**src/rtl/dmem_arbiter_pkg.sv**
```systemverilog
// Shared word type and arbiter state codes; also used by the processor top
// when the arbiter sits in front of datamem.
package dmem_arbiter_pkg;

  typedef logic [15:0] word_t;

  typedef enum logic [1:0] {
    IDLE  = 2'd0,
    ISSUE = 2'd1,
    WAIT  = 2'd2,
    RESP  = 2'd3
  } state_e;

  function automatic word_t pick_word(input logic host, input word_t h_w, input word_t p_w);
    return host ? h_w : p_w;
  endfunction

endpackage

```
**src/rtl/dmem_arbiter_if.sv**
```systemverilog
// Requester ports (pipeline + host) and the single-port memory command bus.
// slave = arbiter side, master = requesters and memory.
interface dmem_arbiter_if;
  import dmem_arbiter_pkg::*;

  logic  p_req;
  logic  p_we;
  word_t p_addr;
  word_t p_wdata;
  logic  p_ack;
  word_t p_rdata;
  logic  p_stall;

  logic  h_req;
  logic  h_we;
  word_t h_addr;
  word_t h_wdata;
  logic  h_ack;
  word_t h_rdata;

  logic  mem_en;
  logic  mem_we;
  word_t mem_addr;
  word_t mem_wdata;
  word_t mem_rdata;
  logic  busy;

  modport slave (
    input  p_req, p_we, p_addr, p_wdata,
    output p_ack, p_rdata, p_stall,
    input  h_req, h_we, h_addr, h_wdata,
    output h_ack, h_rdata,
    output mem_en, mem_we, mem_addr, mem_wdata,
    input  mem_rdata,
    output busy
  );

  modport master (
    output p_req, p_we, p_addr, p_wdata,
    input  p_ack, p_rdata, p_stall,
    output h_req, h_we, h_addr, h_wdata,
    input  h_ack, h_rdata,
    input  mem_en, mem_we, mem_addr, mem_wdata,
    output mem_rdata,
    input  busy
  );

endinterface

```
**src/rtl/dmem_arbiter_starve_guard.sv**
```systemverilog
// Grant select with a saturating count of pipeline grants taken while the host
// waits; host_wins is combinational, the count updates on the grant edge.
module dmem_arbiter_starve_guard #(
  parameter int STARVE_MAX = 4
) (
  input  logic clk,
  input  logic reset,
  input  logic idle_i,
  input  logic p_req_i,
  input  logic h_req_i,
  input  logic grant_i,
  output logic host_wins_o
);

  localparam int CNT_W = $clog2(STARVE_MAX + 1);
  localparam logic [CNT_W-1:0] CNT_MAX = CNT_W'(STARVE_MAX);

  logic [CNT_W-1:0] cnt_q, cnt_d;

  assign host_wins_o = h_req_i && (!p_req_i || (cnt_q == CNT_MAX));

  always_comb begin
    cnt_d = cnt_q;
    if (grant_i && host_wins_o) begin
      cnt_d = '0;
    end else if (grant_i && h_req_i) begin
      if (cnt_q != CNT_MAX) cnt_d = cnt_q + CNT_W'(1);
    end else if (idle_i && !h_req_i) begin
      cnt_d = '0;
    end
  end

  always_ff @(posedge clk or negedge reset) begin
    if (!reset) cnt_q <= '0;
    else        cnt_q <= cnt_d;
  end

endmodule

```
**src/rtl/dmem_arbiter.sv**
```systemverilog
// One-at-a-time arbiter for the shared data memory: pipeline first, host guarded
// against starvation. Request to ack is MEM_LAT+2 cycles; losers are held via stall.
module dmem_arbiter #(
  parameter int MEM_LAT    = 1,
  parameter int STARVE_MAX = 4
) (
  input  logic          clk,
  input  logic          reset,
  dmem_arbiter_if.slave bus
);
  import dmem_arbiter_pkg::*;

  localparam int LAT_W = $clog2(MEM_LAT + 1);

  state_e           state_q, state_d;
  logic [LAT_W-1:0] lat_q, lat_d;
  logic             host_q;
  logic             we_q;
  word_t            addr_q;
  word_t            wdata_q;
  word_t            p_rdata_q;
  word_t            h_rdata_q;

  logic in_idle;
  logic grant;
  logic host_wins;
  logic lat_done;
  logic capture;
  logic issue;
  logic p_ack;

  assign in_idle  = (state_q == IDLE);
  assign grant    = in_idle && (bus.p_req || bus.h_req);
  assign lat_done = (lat_q == LAT_W'(MEM_LAT - 1));
  assign capture  = (state_q == WAIT) && lat_done;
  assign issue    = (state_q == ISSUE);

  dmem_arbiter_starve_guard #(
    .STARVE_MAX (STARVE_MAX)
  ) u_guard (
    .clk         (clk),
    .reset       (reset),
    .idle_i      (in_idle),
    .p_req_i     (bus.p_req),
    .h_req_i     (bus.h_req),
    .grant_i     (grant),
    .host_wins_o (host_wins)
  );

  always_comb begin
    state_d = state_q;
    lat_d   = lat_q;
    unique case (state_q)
      IDLE:  if (grant) state_d = ISSUE;
      ISSUE: begin
        state_d = WAIT;
        lat_d   = '0;
      end
      WAIT: begin
        if (lat_done) state_d = RESP;
        else          lat_d   = lat_q + LAT_W'(1);
      end
      RESP:    state_d = IDLE;
      default: state_d = IDLE;
    endcase
  end

  always_ff @(posedge clk or negedge reset) begin
    if (!reset) begin
      state_q   <= IDLE;
      lat_q     <= '0;
      host_q    <= 1'b0;
      we_q      <= 1'b0;
      addr_q    <= '0;
      wdata_q   <= '0;
      p_rdata_q <= '0;
      h_rdata_q <= '0;
    end else begin
      state_q <= state_d;
      lat_q   <= lat_d;
      // Requester inputs are only looked at on the grant edge.
      if (grant) begin
        host_q  <= host_wins;
        we_q    <= host_wins ? bus.h_we : bus.p_we;
        addr_q  <= pick_word(host_wins, bus.h_addr, bus.p_addr);
        wdata_q <= pick_word(host_wins, bus.h_wdata, bus.p_wdata);
      end
      if (capture && !we_q) begin
        if (host_q) h_rdata_q <= bus.mem_rdata;
        else        p_rdata_q <= bus.mem_rdata;
      end
    end
  end

  assign p_ack         = (state_q == RESP) && !host_q;
  assign bus.p_ack     = p_ack;
  assign bus.h_ack     = (state_q == RESP) && host_q;
  assign bus.p_stall   = bus.p_req && !p_ack;
  assign bus.p_rdata   = p_rdata_q;
  assign bus.h_rdata   = h_rdata_q;
  assign bus.mem_en    = issue;
  assign bus.mem_we    = issue && we_q;
  assign bus.mem_addr  = addr_q;
  assign bus.mem_wdata = wdata_q;
  assign bus.busy      = !in_idle;

endmodule

```
**src/flat_wrapper.sv**
```systemverilog
// flat-port wrapper written by rule: the top's interface ports become plain ports
module dmem_arbiter_flat import dmem_arbiter_pkg::*;
#(
  parameter int MEM_LAT    = 1,
  parameter int STARVE_MAX = 4
)
  (clk, reset, bus_p_req, bus_p_we, bus_p_addr, bus_p_wdata, bus_p_ack, bus_p_rdata, bus_p_stall, bus_h_req, bus_h_we, bus_h_addr, bus_h_wdata, bus_h_ack, bus_h_rdata, bus_mem_en, bus_mem_we, bus_mem_addr, bus_mem_wdata, bus_mem_rdata, bus_busy);
  dmem_arbiter_if bus_i ();
  input  logic clk;
  input  logic reset;
  input wire logic [$bits(bus_i.p_req)-1:0] bus_p_req;
  input wire logic [$bits(bus_i.p_we)-1:0] bus_p_we;
  input wire logic [$bits(bus_i.p_addr)-1:0] bus_p_addr;
  input wire logic [$bits(bus_i.p_wdata)-1:0] bus_p_wdata;
  output wire logic [$bits(bus_i.p_ack)-1:0] bus_p_ack;
  output wire logic [$bits(bus_i.p_rdata)-1:0] bus_p_rdata;
  output wire logic [$bits(bus_i.p_stall)-1:0] bus_p_stall;
  input wire logic [$bits(bus_i.h_req)-1:0] bus_h_req;
  input wire logic [$bits(bus_i.h_we)-1:0] bus_h_we;
  input wire logic [$bits(bus_i.h_addr)-1:0] bus_h_addr;
  input wire logic [$bits(bus_i.h_wdata)-1:0] bus_h_wdata;
  output wire logic [$bits(bus_i.h_ack)-1:0] bus_h_ack;
  output wire logic [$bits(bus_i.h_rdata)-1:0] bus_h_rdata;
  output wire logic [$bits(bus_i.mem_en)-1:0] bus_mem_en;
  output wire logic [$bits(bus_i.mem_we)-1:0] bus_mem_we;
  output wire logic [$bits(bus_i.mem_addr)-1:0] bus_mem_addr;
  output wire logic [$bits(bus_i.mem_wdata)-1:0] bus_mem_wdata;
  input wire logic [$bits(bus_i.mem_rdata)-1:0] bus_mem_rdata;
  output wire logic [$bits(bus_i.busy)-1:0] bus_busy;
  assign bus_i.p_req = bus_p_req;
  assign bus_i.p_we = bus_p_we;
  assign bus_i.p_addr = bus_p_addr;
  assign bus_i.p_wdata = bus_p_wdata;
  assign bus_p_ack = bus_i.p_ack;
  assign bus_p_rdata = bus_i.p_rdata;
  assign bus_p_stall = bus_i.p_stall;
  assign bus_i.h_req = bus_h_req;
  assign bus_i.h_we = bus_h_we;
  assign bus_i.h_addr = bus_h_addr;
  assign bus_i.h_wdata = bus_h_wdata;
  assign bus_h_ack = bus_i.h_ack;
  assign bus_h_rdata = bus_i.h_rdata;
  assign bus_mem_en = bus_i.mem_en;
  assign bus_mem_we = bus_i.mem_we;
  assign bus_mem_addr = bus_i.mem_addr;
  assign bus_mem_wdata = bus_i.mem_wdata;
  assign bus_i.mem_rdata = bus_mem_rdata;
  assign bus_busy = bus_i.busy;
  dmem_arbiter #(.MEM_LAT(MEM_LAT), .STARVE_MAX(STARVE_MAX)) u_core (.clk(clk), .reset(reset), .bus(bus_i));
endmodule
```
**config.mk**
```make
export PLATFORM = sky130hd
export DESIGN_NAME = dmem_arbiter_flat
export DESIGN_NICKNAME = d
export VERILOG_FILES = /design/src/rtl/dmem_arbiter_pkg.sv /design/src/rtl/dmem_arbiter_if.sv /design/src/rtl/dmem_arbiter_starve_guard.sv /design/src/rtl/dmem_arbiter.sv /design/src/flat_wrapper.sv
export SDC_FILE = /design/constraint.sdc
export NUM_CORES = 1
export LEC_CHECK = 0
export CAP_MARGIN = 20
export CORE_UTILIZATION = 41
export DETAILED_ROUTE_END_ITERATION = 6
export HOLD_SLACK_MARGIN = 0.06
export PLACE_DENSITY = 0.86
export SLEW_MARGIN = 20
export SYNTH_ARGS = -nofsm -noshare
export SYNTH_HDL_FRONTEND = slang
export SYNTH_HIERARCHICAL = 1
export SYNTH_SLANG_ARGS = --single-unit
```
**constraint.sdc**
```tcl
create_clock -name clk -period 2.25 [get_ports clk]
set_input_delay 0.3375 -clock clk [delete_from_list [all_inputs] [get_ports clk]]
set_output_delay 0.3375 -clock clk [all_outputs]
set_load 0.01 [all_outputs]
```
---- Word-level counts from Yosys, hierarchy flattened ----
Cells that the tools add are included.
storage, ports and cells
  flip-flop bits (word level) ............. 72
  input port bits ......................... 86
  output and inout port bits .............. 70
  word-level logic and storage cells ...... 59
operators by class
  add/subtract/negate cells ............... 2
  equality and inequality tests ........... 8
  muxes and demuxes ....................... 12
  bitwise logic cells ..................... 2
  reductions and logical operators ........ 26
operators with widths
  cell                 count
  $mux 16              2
  $mux 3               4
  $logic_and 1x1->1    11
  $pmux 2 s4           1
  $reduce_and 2->1     4
  $logic_not 1->1      6
  $eq 2x2->1 const B   2
  $mux 2               2
  $ne 2x2->1 const B   2
  $add 3x1->3 const B  1
  $eq 3x3->1 const B   1
  $ne 3x2->1 const B   1
  $ne 3x3->1 const B   1
  $reduce_bool 3->1    1
  $eq 2x1->1 const B   1
  $logic_not 2->1      1
  $logic_or 1x1->1     2
  $mux 1               2
  $not 1->1            2
  $pmux 1 s2           1
  $reduce_bool 2->1    1
  $add 1x1->1 const B  1

---- Longest topological paths before layout ----
Gate-level depths: netlist (run 1).
  word-level depth ........................ 6
  mapped depth ............................ 8
  gate-level depth less buffers ........... 6

---- Cells and area by module ----
The synthesis (run 1) kept the hierarchy.
modules (own cells, without submodules)
  module                     times used  cells an instance  area an instance (sq um)  sequential area each (sq um)
  dmem_arbiter               1           196                3066.7                    1701.6
  dmem_arbiter_starve_guard  1           22                 197.7                     75.1

---- Least setup slack after synthesis (run 1) ----
OpenSTA, ideal clock, no wires.
  kind .................................... register to register
  start ................................... reg u_core.u_guard.cnt_q[0]
  end ..................................... reg u_core.wdata_q[4] (netlist: u_core/bus.mem_wdata[4])
  setup time .............................. 0.125 ns
  data arrival time ....................... 1.683 ns
  data required time ...................... 2.125 ns
  setup slack ............................. 0.442 ns
  cell stages (with the launch flop) ...... 9
  buffers on the path ..................... 2
  period minus slack after synthesis ...... 1.808 ns
  cells stage by stage .................... dfrtp_1 -> inv_1 -> ha_1 -> a21boi_2 -> nor2b_1 -> buf_2 -> buf_6 -> mux2_2 -> mux2_2
on the way
  longest elaborated chain between the ends .. 4
RTL lines
  what                    RTL line                         text
  from (decl)             dmem_arbiter_starve_guard.sv:18  logic [CNT_W-1:0] cnt_q, cnt_d;
  from (signal assigned)  dmem_arbiter_starve_guard.sv:35  else cnt_q <= cnt_d;
  $eq 3x3->1              dmem_arbiter_starve_guard.sv:20  assign host_wins_o = h_req_i && (!p_req_i || (cnt_q == CNT_MAX));
  $logic_or 1x1->1        dmem_arbiter_starve_guard.sv:20
  $logic_and 1x1->1       dmem_arbiter_starve_guard.sv:20
  via u_core.host_wins    dmem_arbiter.sv:26               logic host_wins;
  $mux 16                 dmem_arbiter_pkg.sv:15           return host ? h_w : p_w;
  to (signal assigned)    dmem_arbiter.sv:86               wdata_q <= pick_word(host_wins, bus.h_wdata, bus.p_wdata);
  to (decl)               dmem_arbiter.sv:20               word_t wdata_q;
The timed path passes the listed nets, and every way through them passes these cells.
A chain may end at the register's enable or synchronous reset.

---- Worst setup path in the final report (run 1) ----
  start ................................... reg u_core.state_q[0]
  end ..................................... out bus_p_stall
on the way
  longest elaborated chain between the ends .. 4
RTL lines
  what                    RTL line            text
  from (decl)             dmem_arbiter.sv:15  state_e state_q, state_d;
  from (signal assigned)  dmem_arbiter.sv:79  state_q <= state_d;
  $eq 2x2->1              dmem_arbiter.sv:95  assign p_ack = (state_q == RESP) && !host_q;
  $logic_and 1x1->1       dmem_arbiter.sv:95
  $logic_not 1->1         dmem_arbiter.sv:98  assign bus.p_stall = bus.p_req && !p_ack;
  $logic_and 1x1->1       dmem_arbiter.sv:98
  to (decl)               flat_wrapper.sv:17  output wire logic [$bits(bus_i.p_stall)-1:0] bus_p_stall;
No other way between the ends.

==> results of run 1 <==
[sequential cells by signal, summed over array words and instances (netlist names)]
| signal | flops |
|---|---|
| u_core/bus.mem_addr | 16 |
| u_core/state_q | 2 |
| u_core/u_guard/cnt_q | 3 |
| u_core/bus.h_rdata | 16 |
| u_core/host_q | 1 |
| u_core/bus.p_rdata | 16 |
| u_core/bus.mem_wdata | 16 |
| u_core/we_q | 1 |
[cell families after synthesis]
kind of cell / after synthesis / synth area share (%)
and+or+nand+nor: 19 / 3.83
muxes: 101 / 34.8
DFF: 71 / 54.4
adders and majority gates: 6 / 2.30
AOI/OAI and AO/OA: 5 / 1.15
buffers and inverters: 16 / 3.49
[report_power, final]
part | total (mW) | switching (mW) | internal (mW)
combinational | 3.12 | 1.11 | 2.01
sequential | 2.27 | 0.347 | 1.93
clock | 1.01 | 0.449 | 0.561
total | 6.40 | 1.91 | 4.49
[cell usage in the layout, fill, tap and decap left out]
cell type	count
nand3b_2	1
nor2b_1	1
nor3_1	1
clkinv_2	3
buf_4	4
nand2_1	3
bufinv_16	1
nand3b_1	1
dfrtp_1	71
nor2b_4	1
clkdlybuf4s50_1	154
mux2i_1	1
o21a_1	1
o21ai_1	1
mux2_2	100
and2b_1	1
and3_2	1
nor2_1	2
inv_1	6
o21ai_2	1
buf_12	2
a21oi_1	1
ha_1	6
a21boi_2	1
and2_1	1
nor3b_4	1
clkbuf_8	11
nand3_1	3
and2_2	1
nor3b_1	1
[layout make-up]
| cell class | instances | area (um2) |
|---|---|---|
| timing repair buffer | 160 | 1610 |
| multi-input combinational | 131 | 1380 |
| clock inverter | 4 | 45.0 |
| sequential | 71 | 1780 |
| inverter | 6 | 22.5 |
| tap | 102 | 128 |
| fill | 581 | 2610 |
| clock buffer | 11 | 151 |
[path summary, 6_finish.rpt]
path,to,slack (ns),start,cells after the start
setup / recovery,bus_p_stall,0.11,u_core/state_q[0]$_DFFE_PN0P_,4
hold / removal,u_core/bus.p_rdata[13]$_DFFE_PN0P_,0.11,reset,1
setup reg to reg,u_core/bus.mem_addr[12]$_DFFE_PN0P_,0.32,u_core/u_guard/cnt_q[0]$_DFFE_PN0P_,7
hold reg to reg,u_core/bus.p_rdata[8]$_DFFE_PN0P_,0.51,u_core/bus.p_rdata[8]$_DFFE_PN0P_,1
max in group asynchronous,u_core/bus.mem_addr[13]$_DFFE_PN0P_,1.56,reset,1
min in group clk,u_core/bus.p_rdata[8]$_DFFE_PN0P_,0.51,u_core/bus.p_rdata[8]$_DFFE_PN0P_,1
[stage by stage]
step                      util (%)  power (mW)
after floorplan                  -        3.76
after global routing          66.2        6.78
final                         66.2        6.40
after global placement        63.7        5.37
after detailed placement      63.7        5.47
after CTS                     66.2        6.50
[metal layers]
metal,share of wire [%],GRT usage [%],vias up
li1,-,-,1096
met1,40,20.9,1149
met2,50,33.2,93
met3,6.5,5.19,16
met4,2.6,8.47,0
met5,0,0,-
==> impl_metrics.toml, run 1 <==
[global_route]
grtUsageTotal_pct = 18.7
grt_pass1_wl_um = 12100
grt_overflow = 0
grt_antenna_before_repair = 0
grt_pass1_vias = 2485
grt_max_degree = 72

[hold_path]
hp-class = "in -> async"

[floorplan]
coreArea_mm2 = 0.00773
io_pins = 156
die_w_um = 91.2
start_util_pct = 42.2
die_h_um = 91.2
rows = 32
fp.dieArea_mm2 = 0.00832

[layout]
area_delta_synth_final_pct = 56.7
final_area_mm2 = 0.00512
drive_gt1_share_pct = 33.4
nets = 471
antennaDiodeCount = 0
finalNonFillerCells = 485

[place]
dp_cells = 470
placed_cell_area_mm2 = 0.00492
portBuffers = 155
dp_hpwl_um = 5370
pre_cts_ws_ns = 0.164
routabilityCongestion = 0.747

[critical_path]
cp_max_fo = 4
path_delay_family = "buffers and inverters"
start_kind = "flip-flop"
cp_num_buf_inv = 1
path_cells = "ha_1, and2b_1, nor2b_1, clkdlybuf4s50_1"
crit_required_ns = 1.91
cpMaxStageDelayCell = "clkdlybuf4s50_1"
cp_data_arrival_time_ns = 1.80
critPathCaptureType = "primary output"
path_class = "reg -> out"
max_stage_delay_ns = 0.57

[sta]
setup_tns_ns = 0
rsz0062_at_grt = "false"
timing_hold_violations_final = 0
min_period_over_period_pct = 95.1
drv_slew = 0
hold_ws_ns = 0.115
fin_crit_ns = 2.14
relSlewSlack_pct = 41.5
fmax_ghz = 0.467
worst_slack_ns = 0.110
clock_skew_ns = 0.0118
worst_pin_slew_ns = 0.878
setup_viol = 0

[yosys]
synth_commonest_cells = "mux2_2 (100), dfrtp_1 (71), ha_1 (6), inv_1 (6), buf_6 (4)"
synth.top_cell.area_share_pct = 54.4
yosysWarnings = 6
synth_cells = 218
synthFlopType = "dfrtp_1"
netlist_area_mm2 = 0.00326
synth-seq-cells = 71
yosysUniqueCellTypes = 27
synth_sequential_area_ratio_pct = 54.4
avgSynthCellArea_um2 = 15.0
synth.most_common_cell = "mux2_2"
synth_top_cell_by_area = "dfrtp_1"
synth.area.top_cells = "dfrtp_1 (54%), mux2_2 (34%), ha_1 (2.3%)"
synthesis.nets = 310
async_flop_share_pct = 100
synth_edf_count = 0

[clock_network]
postCtsSetupRepairBufs = 0
cts.path.max_buffers = 2
postCtsHoldBufs = 0
path_clk_slew_ns = 0.07
cts_sinks = 71
cts-buffers-inserted = 9
clock_latency_ns = 0.34
htree_levels = 3
cts_tree = "built"
cts_resized = 0
cts_root_buffer = "clkbuf_8"

[routing]
ant_nets = 0
first_iter_violations = 34
avgViaCountPerCell = 4.85
firstDrtPassIters = 4
routedWlPerCell_um = 15.2
vias = 2354
drc_errors = 0
wl_um = 7390

[pwr]
ir_worst_vdd_mv = 0.803
p_per_area_mw_per_mm2 = 1250
power.leakage_nw = 2.10

[job]
max-cap-violations = 0

[run_status]
status = "completed"
Power figures use the tool's default switching activity.
==> run 2: changes to the inputs <==
--- a/config.mk
+++ b/config.mk
@@ -5,6 +5,7 @@
 export SDC_FILE = /design/constraint.sdc
 export NUM_CORES = 1
 export LEC_CHECK = 0
+export ABC_CLOCK_PERIOD_IN_PS = 2250
 export CAP_MARGIN = 20
 export CORE_UTILIZATION = 41
 export DETAILED_ROUTE_END_ITERATION = 6
==> results of run 2 <==
Final layout, timing and power as in run 1 (identical DEF).
==> run 3: changes to the inputs <==
--- a/config.mk
+++ b/config.mk
@@ -5,10 +5,11 @@
 export SDC_FILE = /design/constraint.sdc
 export NUM_CORES = 1
 export LEC_CHECK = 0
-export ABC_CLOCK_PERIOD_IN_PS = 2250
+export ABC_CLOCK_PERIOD_IN_PS = 2150
 export CAP_MARGIN = 20
 export CORE_UTILIZATION = 41
 export DETAILED_ROUTE_END_ITERATION = 6
+export GPL_TIMING_DRIVEN = 0
 export HOLD_SLACK_MARGIN = 0.06
 export PLACE_DENSITY = 0.86
 export SLEW_MARGIN = 20
==> constraint.sdc (replaced) <==
create_clock -name clk -period 2.15 [get_ports clk]
set_input_delay 0.3225 -clock clk [delete_from_list [all_inputs] [get_ports clk]]
set_output_delay 0.3225 -clock clk [all_outputs]
set_load 0.01 [all_outputs]
==> run 3 against run 2 <==
Against the previous run:
- sequential power increased by 5%
- utilization increased by 0.89 points
- flip-flop and latch count unchanged
- critical path type is now reg -> reg
- hold slack improved by 0.35 ns
- routed wire length increased by 1.0%
- largest power group unchanged
- worst setup slack improved by 0.017 ns
- critical path depth increased by 4
- final cell count increased by 1.4%
- power increased by 6.7%
- global-route usage increased by 0.20 points
==> impl_metrics.toml, run 3 (synthesis gave the netlist of run 1 again) <==
[layout]
utilization_pct = 67.1
nets = 478
drive_gt1_share_pct = 33.8
area_delta_synth_final_pct = 58.8
layout_common_cells = "clkdlybuf4s50_1 (153), mux2_2 (100), dfrtp_1 (71)"
antennaDiodeCount = 0
layout_commonest_cell = "clkdlybuf4s50_1"

[global_route]
grt_antenna_before_repair = 0
grt_overflow = 0
grtUsageTotal_pct = 18.9
grt_max_degree = 40
grt_pass1_wl_um = 12100
grt_pass1_vias = 2481

[sta]
setup_viol = 0
rsz0062_at_grt = "false"
drv_slew = 0
worst_slack_ns = 0.127
fin_crit_ns = 2.02
fmax_ghz = 0.494
hold_ws_ns = 0.467
min_period_over_period_pct = 94.1
clock_skew_ns = 0.00972
timing_hold_violations_final = 0
worst_pin_slew_ns = 0.459
relSlewSlack_pct = 69.4

[critical_path]
timing.rr.start = "u_core/u_guard/cnt_q[0]$_DFFE_PN0P_"
crit_required_ns = 2.36
path_delay_family = "multiplexers"
r2r_cells = 8
cp_max_fo = 10
path_cells = "inv_1, ha_1, a21boi_2, nor2b_1, buf_2, buf_6, mux2_2, mux2_2"
max_stage_delay_ns = 0.43
start_kind = "flip-flop"
path_class = "reg -> reg"
crit_top_cell = "mux2_2"
r2r-end = "u_core/we_q$_DFFE_PN0P_"
cpMaxStageDelayCell = "dfrtp_1"
cp_data_arrival_time_ns = 2.23
r2r_setup_slack_ns = 0.13
cp_num_buf_inv = 3
critPathCaptureType = "flip-flop"

[floorplan]
die_h_um = 91.2
coreArea_mm2 = 0.00773
die_w_um = 91.2
io_pins = 156
start_util_pct = 42.2
rows = 32
fp.dieArea_mm2 = 0.00832

[pwr]
p_clk_share_pct = 16.8
p_int_mw = 4.81
p_sw_mw = 2.02
p_per_area_mw_per_mm2 = 1320
combinationalPowerShare_pct = 48.4
ir_worst_vdd_mv = 0.876
power.leakage_nw = 2.15
switching_share_pct = 29.6
total_power_mw = 6.83
pwr-share-seq_pct = 34.9

[place]
routabilityCongestion = 0.688
pre_cts_ws_ns = -0.127
portBuffers = 155
dp_hpwl_um = 5780

[clock_network]
cts_tree = "built"
cts.path.max_buffers = 2
path_clk_slew_ns = 0.08
cts-buffers-inserted = 9
cts_sinks = 71
htree_levels = 3
cts_root_buffer = "clkbuf_8"
clock_latency_ns = 0.33

[routing]
routedWlPerCell_um = 15.2
drc_errors = 0
firstDrtPassIters = 4
wl_um = 7460
avgViaCountPerCell = 4.72
vias = 2323
first_iter_violations = 46
ant_nets = 0

[job]
max-cap-violations = 0

[hold_path]
hp-class = "in -> async"

[run_status]
status = "completed"
==> run 3: cell types whose count changed in the layout (fill, tap and decap cells not counted), sizes merged <==
| cell | before | now |
|---|---|---|
| clkbuf | 11 | 12 |
| dlygate4sd3 | 0 | 1 |
| buf | 6 | 11 |
| dlymetal6s2s | 0 | 1 |
| clkdlybuf4s50 | 154 | 153 |
| clkinv | 3 | 2 |
| bufinv | 1 | 2 |
==> run 3: power by group through the flow <==
stage	clock network [mW]	registers (mW)	logic [mW]
floorplan	0	2.68	1.26
finish	1.14	2.38	3.31
global placement	0	2.37	3.27
global route	1.23	2.48	3.53
CTS	1.18	2.39	3.36
detailed placement	0	2.42	3.34
==> run 3: worst max-delay path by stage <==
stage | startpoint | endpoint | depth (start not counted)
5_1_grt | u_core/state_q[0]$_DFFE_PN0P_ | bus_busy | 4
3_3_place_gp | reset | u_core/bus.mem_addr[13]$_DFFE_PN0P_ | 1
3_5_place_dp | bus_p_req | u_core/bus.mem_wdata[15]$_DFFE_PN0P_ | 7
6_report | u_core/u_guard/cnt_q[0]$_DFFE_PN0P_ | u_core/we_q$_DFFE_PN0P_ | 8
4_1_cts | u_core/state_q[0]$_DFFE_PN0P_ | bus_p_stall | 4
2_1_floorplan | u_core/u_guard/cnt_q[0]$_DFFE_PN0P_ | u_core/bus.mem_wdata[4]$_DFFE_PN0P_ | 8
==> run 3: timing repair <==
item	in CTS	in global routing
gates resized for setup	0	1
buffers inserted	0	0
hold buffers	1	0
hold endpoints to repair	32	0
endpoints found under the setup margin	0	1
==> run 3: area by class of cell <==
cell class	instances	area, um2
well taps	102	128
plain buffers	10	91.3
clock inverters	4	70.1
fillers	557	2540
multi-input cells	131	1370
repair buffers	157	1580
inverters	6	22.5
flip-flops and latches	71	1780
clock buffers	11	141
==> run 3: through the flow <==
stage	instances	setup TNS, ns	cell area (um2)
3_3_place_gp	475	-115.54	4940
3_5_place_dp	476	-3.31	4960
5_1_grt	492	0	5180
6_report	492	0	5180
2_1_floorplan	218	0	3260
4_1_cts	492	0	5180
==> run 3: layer usage <==
metal	share of wire [%]	global-route usage [%]	wire, um
met1	41	21.1	3030
met2	52	33.9	3870
met3	6.4	5.44	475
met4	1.2	7.41	87
met5	0	0	0
